## config.mk

```make
export PLATFORM = sky130hd
export DESIGN_NAME = conv_sa_post_ctrl
export DESIGN_NICKNAME = d
export VERILOG_FILES = /design/src/rtl/conv_sa_post_ctrl.sv
export SDC_FILE = /design/constraint.sdc
export NUM_CORES = 1
export LEC_CHECK = 0
export ABC_AREA = 1
export CAP_MARGIN = 10
export CORE_MARGIN = 2
export CORE_UTILIZATION = 35
export CTS_CLUSTER_DIAMETER = 30
export DETAILED_ROUTE_END_ITERATION = 7
export PLACE_DENSITY_LB_ADDON = 0.05
export SLEW_MARGIN = 0
export SYNTH_ARGS = -nofsm -noshare
export SYNTH_HDL_FRONTEND = slang
export SYNTH_SLANG_ARGS = --single-unit
```

## constraint.sdc

```tcl
create_clock -name clk -period 3.7 [get_ports clk]
set_clock_uncertainty 0.1 [all_clocks]
set_input_delay 0.74 -clock clk [delete_from_list [all_inputs] [get_ports clk]]
set_output_delay 0.74 -clock clk [all_outputs]
set_load 0.1 [all_outputs]
```

## src/rtl/conv_sa_post_ctrl.sv

```systemverilog
`default_nettype none
// +--------------------------------------------------------------------------+
// | conv_sa_post_ctrl: x-window / rstp / sel sequencer for one SA column's   |
// | post-processing stage, with aligned output-valid stream.                 |
// | Revision: 1.0                                                            |
// +--------------------------------------------------------------------------+
module conv_sa_post_ctrl #(
    parameter int NB = 8,
    parameter int SW = $clog2(NB),
    parameter int CW = 16
) (
    input  logic          clk,
    input  logic          rstn,
    input  logic          start,
    input  logic [CW-1:0] cfg_n_acc,
    input  logic [SW:0]   cfg_n_blk,
    input  logic [CW-1:0] cfg_n_vec,
    output logic          x_en,
    output logic          post_rstp,
    output logic [SW-1:0] post_sel,
    output logic          out_vld,
    output logic [SW-1:0] out_blk,
    output logic          out_last,
    output logic          busy,
    output logic          done
);

    localparam logic [1:0]  c_IDLE  = 2'd0;
    localparam logic [1:0]  c_RUN   = 2'd1;
    localparam logic [1:0]  c_FLUSH = 2'd2;
    localparam logic [1:0]  c_FIN   = 2'd3;
    localparam logic [SW:0] c_NB    = (SW+1)'(NB);

    logic [1:0]    r_state;
    logic [CW-1:0] r_n_acc, r_n_vec, r_vec;
    logic [SW:0]   r_n_blk;
    logic [CW:0]   r_period, r_ph;
    logic          r_xl, r_xl_fin;
    logic [3:0]    r_dly, r_dly_fin;
    logic          r_sw_act, r_sw_fin;
    logic          r_pre_vld, r_pre_last;
    logic [SW-1:0] r_pre_blk;
    logic          r_x_en, r_post_rstp, r_out_vld, r_out_last, r_busy, r_done;
    logic [SW-1:0] r_post_sel, r_out_blk;

    logic          w_accept, w_prime, w_wrap, w_x_nxt, w_xl_nxt, w_xl_fin_nxt;
    logic          w_win_end, w_sw_end;
    logic [CW-1:0] w_cfg_acc, w_vec_nxt;
    logic [SW:0]   w_cfg_blk;
    logic [CW:0]   w_acc_p1, w_blk_ext, w_cfg_per, w_ph_nxt;

    always_comb begin
        w_accept     = (r_state == c_IDLE) && start;
        w_prime      = w_accept && (cfg_n_vec != '0);
        w_cfg_acc    = (cfg_n_acc == '0) ? CW'(1) : cfg_n_acc;
        w_cfg_blk    = (cfg_n_blk == '0) ? (SW+1)'(1) :
                       (cfg_n_blk > c_NB) ? c_NB : cfg_n_blk;
        w_acc_p1     = {1'b0, w_cfg_acc} + (CW+1)'(1);
        w_blk_ext    = (CW+1)'(w_cfg_blk);
        // Period keeps a one-cycle gap so no product lands in a rstp cycle.
        w_cfg_per    = (w_acc_p1 > w_blk_ext) ? w_acc_p1 : w_blk_ext;
        w_wrap       = (r_ph == r_period - (CW+1)'(1));
        w_ph_nxt     = w_wrap ? '0 : r_ph + (CW+1)'(1);
        w_vec_nxt    = w_wrap ? r_vec + CW'(1) : r_vec;
        w_win_end    = (w_vec_nxt >= r_n_vec);
        w_x_nxt      = !w_win_end && (w_ph_nxt < {1'b0, r_n_acc});
        w_xl_nxt     = w_x_nxt && (w_ph_nxt == {1'b0, r_n_acc} - (CW+1)'(1));
        w_xl_fin_nxt = w_xl_nxt && (w_vec_nxt == r_n_vec - CW'(1));
        w_sw_end     = ({1'b0, r_post_sel} == r_n_blk - (SW+1)'(1));
    end

    always_ff @(posedge clk) begin
        if (!rstn) begin
            r_state  <= c_IDLE;
            r_n_acc  <= '0;
            r_n_blk  <= '0;
            r_n_vec  <= '0;
            r_period <= '0;
            r_ph     <= '0;
            r_vec    <= '0;
            r_x_en   <= 1'b0;
            r_xl     <= 1'b0;
            r_xl_fin <= 1'b0;
            r_busy   <= 1'b0;
            r_done   <= 1'b0;
        end else begin
            r_done <= 1'b0;
            case (r_state)
                c_IDLE: begin
                    if (start) begin
                        r_n_acc  <= w_cfg_acc;
                        r_n_blk  <= w_cfg_blk;
                        r_n_vec  <= cfg_n_vec;
                        r_period <= w_cfg_per;
                        r_ph     <= '0;
                        r_vec    <= '0;
                        if (cfg_n_vec == '0) begin
                            r_state <= c_FIN;
                            r_done  <= 1'b1;
                        end else begin
                            r_state  <= c_RUN;
                            r_busy   <= 1'b1;
                            r_x_en   <= 1'b1;
                            r_xl     <= (w_cfg_acc == CW'(1));
                            r_xl_fin <= (w_cfg_acc == CW'(1)) && (cfg_n_vec == CW'(1));
                        end
                    end
                end
                c_RUN: begin
                    r_ph     <= w_ph_nxt;
                    r_vec    <= w_vec_nxt;
                    r_x_en   <= w_x_nxt;
                    r_xl     <= w_xl_nxt;
                    r_xl_fin <= w_xl_fin_nxt;
                    if (w_win_end) begin
                        r_state <= c_FLUSH;
                    end
                end
                c_FLUSH: begin
                    r_x_en   <= 1'b0;
                    r_xl     <= 1'b0;
                    r_xl_fin <= 1'b0;
                    if (r_out_last) begin
                        r_state <= c_FIN;
                        r_done  <= 1'b1;
                        r_busy  <= 1'b0;
                    end
                end
                c_FIN: begin
                    r_state <= c_IDLE;
                end
                default: begin
                    r_state <= c_IDLE;
                end
            endcase
        end
    end

    // Latch strobe trails the last x by five cycles; sweep and valid follow it.
    always_ff @(posedge clk) begin
        if (!rstn) begin
            r_dly       <= '0;
            r_dly_fin   <= '0;
            r_post_rstp <= 1'b0;
            r_post_sel  <= '0;
            r_sw_act    <= 1'b0;
            r_sw_fin    <= 1'b0;
            r_pre_vld   <= 1'b0;
            r_pre_blk   <= '0;
            r_pre_last  <= 1'b0;
            r_out_vld   <= 1'b0;
            r_out_blk   <= '0;
            r_out_last  <= 1'b0;
        end else begin
            r_dly       <= {r_dly[2:0], r_xl};
            r_dly_fin   <= {r_dly_fin[2:0], r_xl_fin};
            r_post_rstp <= w_prime | r_dly[3];
            if (r_dly[3]) begin
                r_post_sel <= '0;
                r_sw_act   <= 1'b1;
                r_sw_fin   <= r_dly_fin[3];
            end else if (r_sw_act && w_sw_end) begin
                r_sw_act <= 1'b0;
            end else if (r_sw_act) begin
                r_post_sel <= r_post_sel + SW'(1);
            end
            r_pre_vld  <= r_sw_act;
            r_pre_blk  <= r_post_sel;
            r_pre_last <= r_sw_act && r_sw_fin && w_sw_end;
            r_out_vld  <= r_pre_vld;
            r_out_blk  <= r_pre_blk;
            r_out_last <= r_pre_last;
        end
    end

    assign x_en      = r_x_en;
    assign post_rstp = r_post_rstp;
    assign post_sel  = r_post_sel;
    assign out_vld   = r_out_vld;
    assign out_blk   = r_out_blk;
    assign out_last  = r_out_last;
    assign busy      = r_busy;
    assign done      = r_done;

endmodule
`default_nettype wire

```

# After elaboration in Yosys (flattened, before gate mapping)
# Cells that the tools add are included.
dict set report totals {
  output_inout_bits 12
  reg_bits 117
  elab_cells 110
}
dict set report classes {
  n_addsub 8
  eq_ne 13
  order_cmp 4
  n_reduce_logical 26
  bitwise 3
  muxes 32
}
# operator n
set op_table {}
lappend op_table {{$mux 17} 3}
lappend op_table {{$mux 16} 3}
lappend op_table {{$eq 17x17->1} 2}
lappend op_table {{$pmux 17 s2} 1}
lappend op_table {{$eq 16x1->1 const B} 2}
lappend op_table {{$logic_not 16->1} 2}
lappend op_table {{$pmux 16 s2} 1}
lappend op_table {{$add 16x1->17 const B} 1}
lappend op_table {{$add 17x1->17 const B} 1}
lappend op_table {{$gt 17x4->1} 1}
lappend op_table {{$lt 17x16->1} 1}
lappend op_table {{$sub 16x1->17 const B} 1}
lappend op_table {{$sub 17x1->17 const B} 1}
lappend op_table {{$add 16x1->16 const B} 1}
lappend op_table {{$eq 16x16->1} 1}
lappend op_table {{$ge 16x16->1} 1}
lappend op_table {{$reduce_bool 16->1} 1}
lappend op_table {{$sub 16x1->16 const B} 1}
lappend op_table {{$mux 1} 12}
lappend op_table {{$logic_and 1x1->1} 9}
lappend op_table {{$pmux 1 s3} 3}
lappend op_table {{$mux 2} 4}
lappend op_table {{$mux 4} 2}
lappend op_table {{$ne 2x2->1 const B} 4}
lappend op_table {{19 further kinds} 27}

# Logic depth before layout (Yosys ltp)
dict set report logic_depth {
  depth_word 9
  depth_mapped 32
}

# Worst setup path after synthesis
# Ideal clock, no wire load.
dict set report synth_path {
  kind {register -> register}
  start {register r_period[0]}
  end {register r_xl_fin}
  slack_ns 0.177
  setup_time_ns 0.070
  arrival_time_ns 3.354
  path_stages_with_launch 31
  t_required_ns 3.530
  cell_sequence {dfxtp_1 > inv_1 > ha_1 > nand3_4 > nor2_2 > nand2_1 > nand2_1 > inv_2 > nor2_2 > nand2_1 > nor2_4 > buf_2 > nand4_1 > nand2_1 > inv_1 > ha_1 > a21oi_1 > o21ai_0 > nand2_1 > o211ai_1 > nand2_1 > nand4_1 > nor2_1 > nand2_1 > nor2_1 > nand2_1 > nor2_1 > nand3_1 > nor2_1 > nand2_1 > a21oi_1}
}
dict set report synth_via {
  elab_chain_cells 9
  elab_cells_between_ends 13
  classes_between {add/sub (1); order compare (2); eq/ne (3); mux (3); reduce/logical (4)}
}
# item line_no
set synth_lines {}
lappend synth_lines {{start, declared} 37} ;# logic [CW:0] r_period, r_ph;
lappend synth_lines {{start signal, assigned} 94} ;# r_period <= w_cfg_per;
lappend synth_lines {{$sub 17x1->17 (*)} 62} ;# w_wrap = (r_ph == r_period - (CW+1)'(1));
lappend synth_lines {{$eq 17x17->1 (*)} 62}
lappend synth_lines {{$mux 16} 64} ;# w_vec_nxt = w_wrap ? r_vec + CW'(1) : r_vec;
lappend synth_lines {{$ge 16x16->1} 65} ;# w_win_end = (w_vec_nxt >= r_n_vec);
lappend synth_lines {{$logic_not 1->1} 66} ;# w_x_nxt = !w_win_end && (w_ph_nxt < {1'b0, r_n_acc});
lappend synth_lines {{$logic_and 1x1->1} 66}
lappend synth_lines {{$logic_and 1x1->1} 67} ;# w_xl_nxt = w_x_nxt && (w_ph_nxt == {1'b0, r_n_acc} - (CW+1)'(1));
lappend synth_lines {{$logic_and 1x1->1 (*)} 68} ;# w_xl_fin_nxt = w_xl_nxt && (w_vec_nxt == r_n_vec - CW'(1));
lappend synth_lines {{$pmux 1 s3 (*)} 88} ;# case (r_state)
lappend synth_lines {{end signal, assigned} 105} ;# r_xl_fin <= (w_cfg_acc == CW'(1)) && (cfg_n_vec == CW'(1));
lappend synth_lines {{end signal, assigned} 114} ;# r_xl_fin <= w_xl_fin_nxt;
lappend synth_lines {{end, declared} 38} ;# logic r_xl, r_xl_fin;
# Every way passes the cells marked *; elsewhere a longest branch is shown, timed or not.
# A chain may end at the register's enable or synchronous reset.

# Worst setup path after layout
# Same ends and word-level chain as after synthesis.

==> key figures <==
Synth
  – Syn Nets: 1437
  – Yosys cell types: 48
  – Cells after synthesis: 1350
  – Top FF cell, synth: dfxtp_1
  – Asr flop ratio synth: 0%
  – Synth top area share: between 20 and 30%
  – Post-synth EDFFs: 0
  – Post-synthesis sequential area ratio: 27.6%
  – Synthesized area: 8490 µm²
  – Synthesis Warnings: 0
  – #FFs+latches synth: 117
  – Area leader, netlist: dfxtp_1
  – Syn avg cell area: 6.29 µm²
  – Synth top area cells: dfxtp_1 (28%), nand2_1 (16%), inv_1 (9.3%)

Worst hold path
  – Hold Path Stages: 2
  – Hold Startpoint: r_pre_vld
  – Worst hold path type: reg2reg

Timing
  – Worst slew pin tran: 0.989 ns
  – Unrepaired setup endpoints after global routing: yes
  – Tcrit/Tclk final: 106%
  – Final hold vios: 0
  – Final worst hold slack: between 0.3 and 0.4 ns
  – Final setup vio count: 4
  – Setup TNS Final: -0.545 ns
  – Headroom to the max-slew limit: 33.8%
  – Final WS setup: -0.219 ns
  – Max-slew violations: 0
  – Max frequency: 0.255 GHz
  – Fin crit period: 3.92 ns

Floorplanning
  – Die area: 25500 µm²
  – Die W: 160 µm
  – Chip height: 160 µm
  – Core area: 23600 µm²
  – Rows: 56
  – Starting Density: 35.9%
  – Top-level I/O count: 51

CTS
  – Root buf cell: clkbuf_16
  – TritonCTS Buffers: 17
  – Hold_buf cts: 0
  – CTS tree: done
  – Htree depth: 4
  – CTS max path bufs: 2
  – Worst-skew pair later-pin latency: 0.43 ns
  – Worst-path clk slew: around 0.070 ns
  – Sink Count: about 120

Power and ir drop
  – Comb pwr share: 48.1%
  – Leak pwr: 0.00559 µW
  – Flop pwr share: 25.6%
  – Worst VDD drop: between 0.3 and 0.4 mV
  – Internal Power: 3490 µW
  – Switching part of the total: 44.5%
  – Power density over the cells: 536 nW/µm²
  – Switching Power: around 2800 µW
  – Clock Power Share: a little over a quarter

Drt
  – Vias: 9062
  – Post-DRT Antenna Nets: 0
  – Avg WL per Cell: around 15 µm
  – DR vias/cell: 4.80
  – Drt drc: 0
  – Starting DRC count in detailed routing: 523
  – DRT Pass-1 Iters: 5
  – WL final: 28500 µm

Run status
  – Failing checks: setup timing
  – Outcome: finished with violations

Final layout
  – Final Core Density: 49.6%
  – Area delta synth->final: 38.1%
  – Nets: 1644
  – Final Non-Filler Cells: between 1500 and 2000
  – Layout cells sized above 1: 23.1%
  – N_diodes: 0

Placement
  – DP HPWL: 21000 µm
  – GPL Wtd Cong: 0.849
  – IO buf count: 50
  – Placed Cells incl. Taps: 1806

Setup path
  – Cell mode on critical path: buf_4
  – Critical Path RT: approximately 4.0 ns
  – CP endpoint kind: register
  – Critical Path Start Type: register
  – Beginning of the critical path: r_period[0]
  – CP max stage cell: dfxtp_2
  – Worst endpoint data arrival time: 4.18 ns
  – Delay of the slowest critical-path stage: 0.32 ns
  – WS Path Type: reg2reg
  – Largest delay share family, worst path: simple AND/OR/NAND/NOR gates
  – Worst path bufs/invs: 12
  – WP depth: 30
  – Reg2reg path depth: 30
  – R2r startpoint: r_period[0]
  – Crit path max fanout: 7

Global route
  – Total gr overflow: 0
  – Vias in the first global route: just under 9000
  – GRT Overall Usage: 22.2%
  – Largest net degree at the start of global routing: 59
  – Initial antenna violation count: 1
  – First-pass GRT wire length: 45000 µm

Run
  – MaxCap Viol Count: 0
## metal layers
metal	wire, µm	GRT usage [%]	part of all wire, %
met4	425	5.87	1.5
met3	1140	2.83	4.0
met2	12800	35.5	45
met1	14100	31.4	50
met5	0	0	0
## cell usage after synthesis (3+ instances only)
master,instances
ha_1,48
o21ai_1,5
nor2_1,102
dfxtp_1,117
nor4_1,8
inv_2,8
nand4_1,37
nand3_2,4
clkbuf_1,29
nor2_4,5
xor2_1,49
nor3_1,26
nand2_1,370
nand2_2,4
inv_1,211
nor2_2,7
a21oi_1,109
a31oi_1,3
nand3_1,81
buf_2,5
a211oi_1,3
xnor2_1,12
buf_6,3
nand3b_1,11
nor3b_1,3
o21ai_0,60
or2_2,6
## timing repair
action | 4_1_cts | 5_1_grt
buffers inserted | 39 | 9
gates cloned | 3 | 1
setup endpoints to repair | 4 | 6
pin swaps | 30 | 53
hold endpoints to repair | 0 | 0
resized for setup | 47 | 95
## cells in the final DEF (no fill, tap or decap), types with 8 or more instances in the layout
| master | netlist | layout |
|---|---|---|
| nor2_4 | 5 | 11 |
| inv_2 | 8 | 24 |
| nor4_1 | 8 | 8 |
| nand3_1 | 81 | 72 |
| a21oi_1 | 109 | 99 |
| nor3_1 | 26 | 23 |
| nand2_1 | 370 | 337 |
| xnor2_1 | 12 | 12 |
| nand3b_1 | 11 | 11 |
| nand3_2 | 4 | 11 |
| clkdlybuf4s50_1 | 0 | 48 |
| a21oi_2 | 0 | 10 |
| clkbuf_16 | 0 | 18 |
| nand2_2 | 4 | 34 |
| o21ai_0 | 60 | 56 |
| dfxtp_1 | 117 | 111 |
| ha_4 | 0 | 12 |
| buf_4 | 0 | 165 |
| ha_1 | 48 | 35 |
| nor2_2 | 7 | 13 |
| inv_1 | 211 | 194 |
| xor2_1 | 49 | 48 |
| nor2_1 | 102 | 90 |
| nand4_1 | 37 | 37 |
## final timing paths
check	slack [ns]	to
hold reg to reg	0.32	out_vld
hold / removal	0.32	out_vld
setup / recovery	-0.22	r_xl_fin
setup reg to reg	-0.22	r_xl_fin
## state kept, by name (all words and copies together), names as in the netlist, 4 cells and up
name	cells
r_dly	4
r_dly_fin	4
r_n_acc	16
r_n_blk	4
r_n_vec	16
r_period	17
r_ph	17
r_vec	16
## tightest hold or removal path: cells and delay by family, from the launching register on
family        cells  cell delay [ns]
buf+inv           1             0.04
flops             1             0.31
simple gates      1             0.05
## metrics by stage
stage	setup WS, ns	power (µW)	cell area, µm²
after global placement	-0.0877	4280	10200
after global routing	-0.472	6760	11700
final	-0.219	6280	11700
after CTS	-0.0462	6040	11300
after floorplan	0.177	3450	8490
after detailed placement	-0.236	4290	10200
## power groups by stage
| stage | Clock [µW] | Sequential, µW | Combinational, µW |
|---|---|---|---|
| after global placement | 0 | 1620 | 2660 |
| after floorplan | 0 | 1660 | 1790 |
| after detailed placement | 0 | 1630 | 2660 |
| final | 1650 | 1610 | 3020 |
| after CTS | 1680 | 1600 | 2760 |
| after global routing | 1740 | 1640 | 3380 |
## cell families after synthesis
family | Yosys count | share of synthesized area (%)
simple gates | 674 | 35.4
fa+ha+maj | 48 | 7.08
xor+xnor | 61 | 6.30
buf+inv | 258 | 11.7
flops | 117 | 27.6
compound gates | 192 | 11.9
## cell type report
cell class                      count  area, µm²
Inverter                          220        833
Timing Repair Buffer              226       1930
Clock buffer                       17        425
Clock inverter                     15        155
Fill cell                        2438      11900
Multi-Input combinational cell    975       5630
Tap cell                          319        399
Sequential cell                   117       2350
(Power assumes the default switching activity.)
==> RTL change (config.mk and constraints unchanged) <==
Register the output `out_vld` once more, cleared by the reset; this adds one clock of latency there. The other outputs are not delayed to match.
--- a/src/rtl/conv_sa_post_ctrl.sv
+++ b/src/rtl/conv_sa_post_ctrl.sv
@@ -176,7 +176,13 @@
     assign x_en      = r_x_en;
     assign post_rstp = r_post_rstp;
     assign post_sel  = r_post_sel;
-    assign out_vld   = r_out_vld;
+    always_ff @(posedge clk) begin
+        if (!rstn) begin
+            out_vld <= '0;
+        end else begin
+            out_vld <= r_out_vld;
+        end
+    end
     assign out_blk   = r_out_blk;
     assign out_last  = r_out_last;
     assign busy      = r_busy;
Behaviour: not the same (a bounded check fails within 10 cycles, from zero or initial values and one cycle with rstn low).
==> RTL change against the original RTL <==
The flow still finishes with violations (negative setup slack); largest cell class unchanged; maximum frequency down 2.1%; critical path type unchanged; critical path depth down 1; count of clock-buffer cells in the layout up 1; non-clock buffer count up 39; design area up 6.5%; sequential cell count up 1; largest power group unchanged; worst setup slack worse by 85 ps; power up 8.2%; synthesized area up 4.0%; wire length up 4.7%.
==> RTL change: results (changes against the original RTL) <==
stage;metric;value;unit;change
global_routing;grt_max_degree;62;;+5.1%
sta;tightest_slew;987;ps;-2.44 ps
place;dp_hpwl;23000;um;+9.7%
critical_path;slowest_stage;dfxtp_2;;
clocking;cts_root_buffer;clkbuf_16;;
final_layout;nFillCells;2614;;+7.2%
critical_path;crit_path_start;r_period[1];;
synthesis;ys_seq_area_frac;0.268;;-0.00826
power_and_ir_drop;switching_power;3.05;mW;+9.1%
status;violations;negative setup slack;;
power_and_ir_drop;combPwrFrac;0.510;;+0.029
global_routing;grt_use_total;0.229;;+0.00754
sta;fin_tns_setup;-446;ps;+98.9 ps
global_routing;gr-usage-met3;0.0323;;+0.00403
synthesis;synth_fp_nets;1500;;+4.4%
synthesis;synth_cell_types;45;;-6.3%
status;status;finished, violations left;;
global_routing;grt_use_met1;0.312;;-0.00157
critical_path;cpPeakStageDelay;340;ps;+20 ps
sta;setup_viol;2;;-2
synthesis;ys_top_cells_by_count;386 x nand2_1, 222 x inv_1, 118 x dfxtp_1;;
final_layout;drive_gt1_frac;0.257;;+0.0267
clocking;cts_buffers;17;;unchanged
critical_path;worstPathMaxFanout;6;;-1
final_layout;fin_nets;1749;;+6.4%
power_and_ir_drop;pg_comb;3.47;mW;+15%
synthesis;synth_xor_area_frac;0.0685;;+0.00554
place;dp_worst_setup_slack;-419;ps;-183 ps
place;place.port_buffers;50;;unchanged
detailed_routing;viasPerCell;4.68;;-2.4%
place;gp_congestion;0.875;;+3.1%
power_and_ir_drop;ir_drop;0.000558;V;+77%
synthesis;synth-compound-area-share;0.111;;-0.00809
critical_path;rr_worst_depth;29;;-3.3%
critical_path;crit_end;r_xl_fin;;
power_and_ir_drop;power.leakage;5.99;nW;+7.2%
global_routing;met2_usage;0.379;;+0.0239
clocking;hold_buffers;0;;unchanged
detailed_routing;wl_per_cell;14.9;um;-1.3%
synthesis;yosys.area_share.adder;0.0681;;-0.00270
global_routing;grt_pass1_wl;47400;um;+5.3%
detailed_routing;drtIter0Drc;478;;-8.6%
sta;worst_slack;-303;ps;-84.8 ps
global_routing;grt_antenna_before_repair;0;;-1
global_routing;grt_pass1_vias;9014;;+3.5%
critical_path;worstPathArrival;4270;ps;+90 ps
detailed_routing;detail-route-antenna-nets;0;;unchanged
synthesis;yosysWarnings;0;;unchanged
synthesis;synth.area.top_cells;dfxtp_1 27%, nand2_1 16%, inv_1 9.4%;;
[RTL change: worst min-delay path by stage]
stage / startpoint / cells past startpoint / end / slack, ps
finish: r_pre_last / 2 / out_last / 310
global route: r_pre_blk[1] / 2 / out_blk[1] / 340
CTS: r_pre_blk[2] / 2 / out_blk[2] / 310
detailed placement: r_pre_blk[2] / 2 / out_blk[2] / 300
global placement: r_pre_vld / 2 / r_out_vld / 290
floorplan: r_pre_blk[0] / 2 / out_blk[0] / 290
[RTL change: metrics by stage]
step / instance area, sq um / cells
6_report: 12500 / 2005
5_1_grt: 12500 / 2005
4_1_cts: 12000 / 1999
3_5_place_dp: 10900 / 1935
3_3_place_gp: 10900 / 1935
2_1_floorplan: 8820 / 1413
[RTL change: layout make-up]
cell class                 instances  area share
clock inverter                    14      0.0112
inverter                         231      0.0699
sequential                       118       0.190
tap                              330      0.0331
multi-input combinational       1029       0.485
timing repair buffer             265       0.175
clock buffer                      18      0.0352
[RTL change: cells by family (layout without fill, tap and decap cells)]
group,Yosys count,in the layout
and+or+nand+nor,726,727
xor gates and xnor gates,69,69
adders and majority gates,48,48
DFF,118,118
AOI/OAI and AO/OA,185,185
buffers and inverters,267,528
[RTL change: routing by layer]
metal | share of wire | up-vias
met1 | 0.50 | 4207
li1 | - | 5006
met2 | 0.46 | 140
met3 | 0.023 | 35
met5 | 0 | -
met4 | 0.020 | 0
[RTL change: repair_timing]
item	CTS	global route
gates resized for setup	78	94
pin swaps	49	38
setup buffers	31	6
endpoints found under the setup margin	5	5
gates cloned	1	0
[RTL change: critical path: cells and delay by family (launching register included)]
kind / cells / cell delay [ps]
AO/OA/AOI/OAI: 2 / 150
XOR/XNOR: 1 / 250
buffers and inverters: 14 / 1700
flip-flops: 1 / 340
AND/OR/NAND/NOR: 12 / 1410
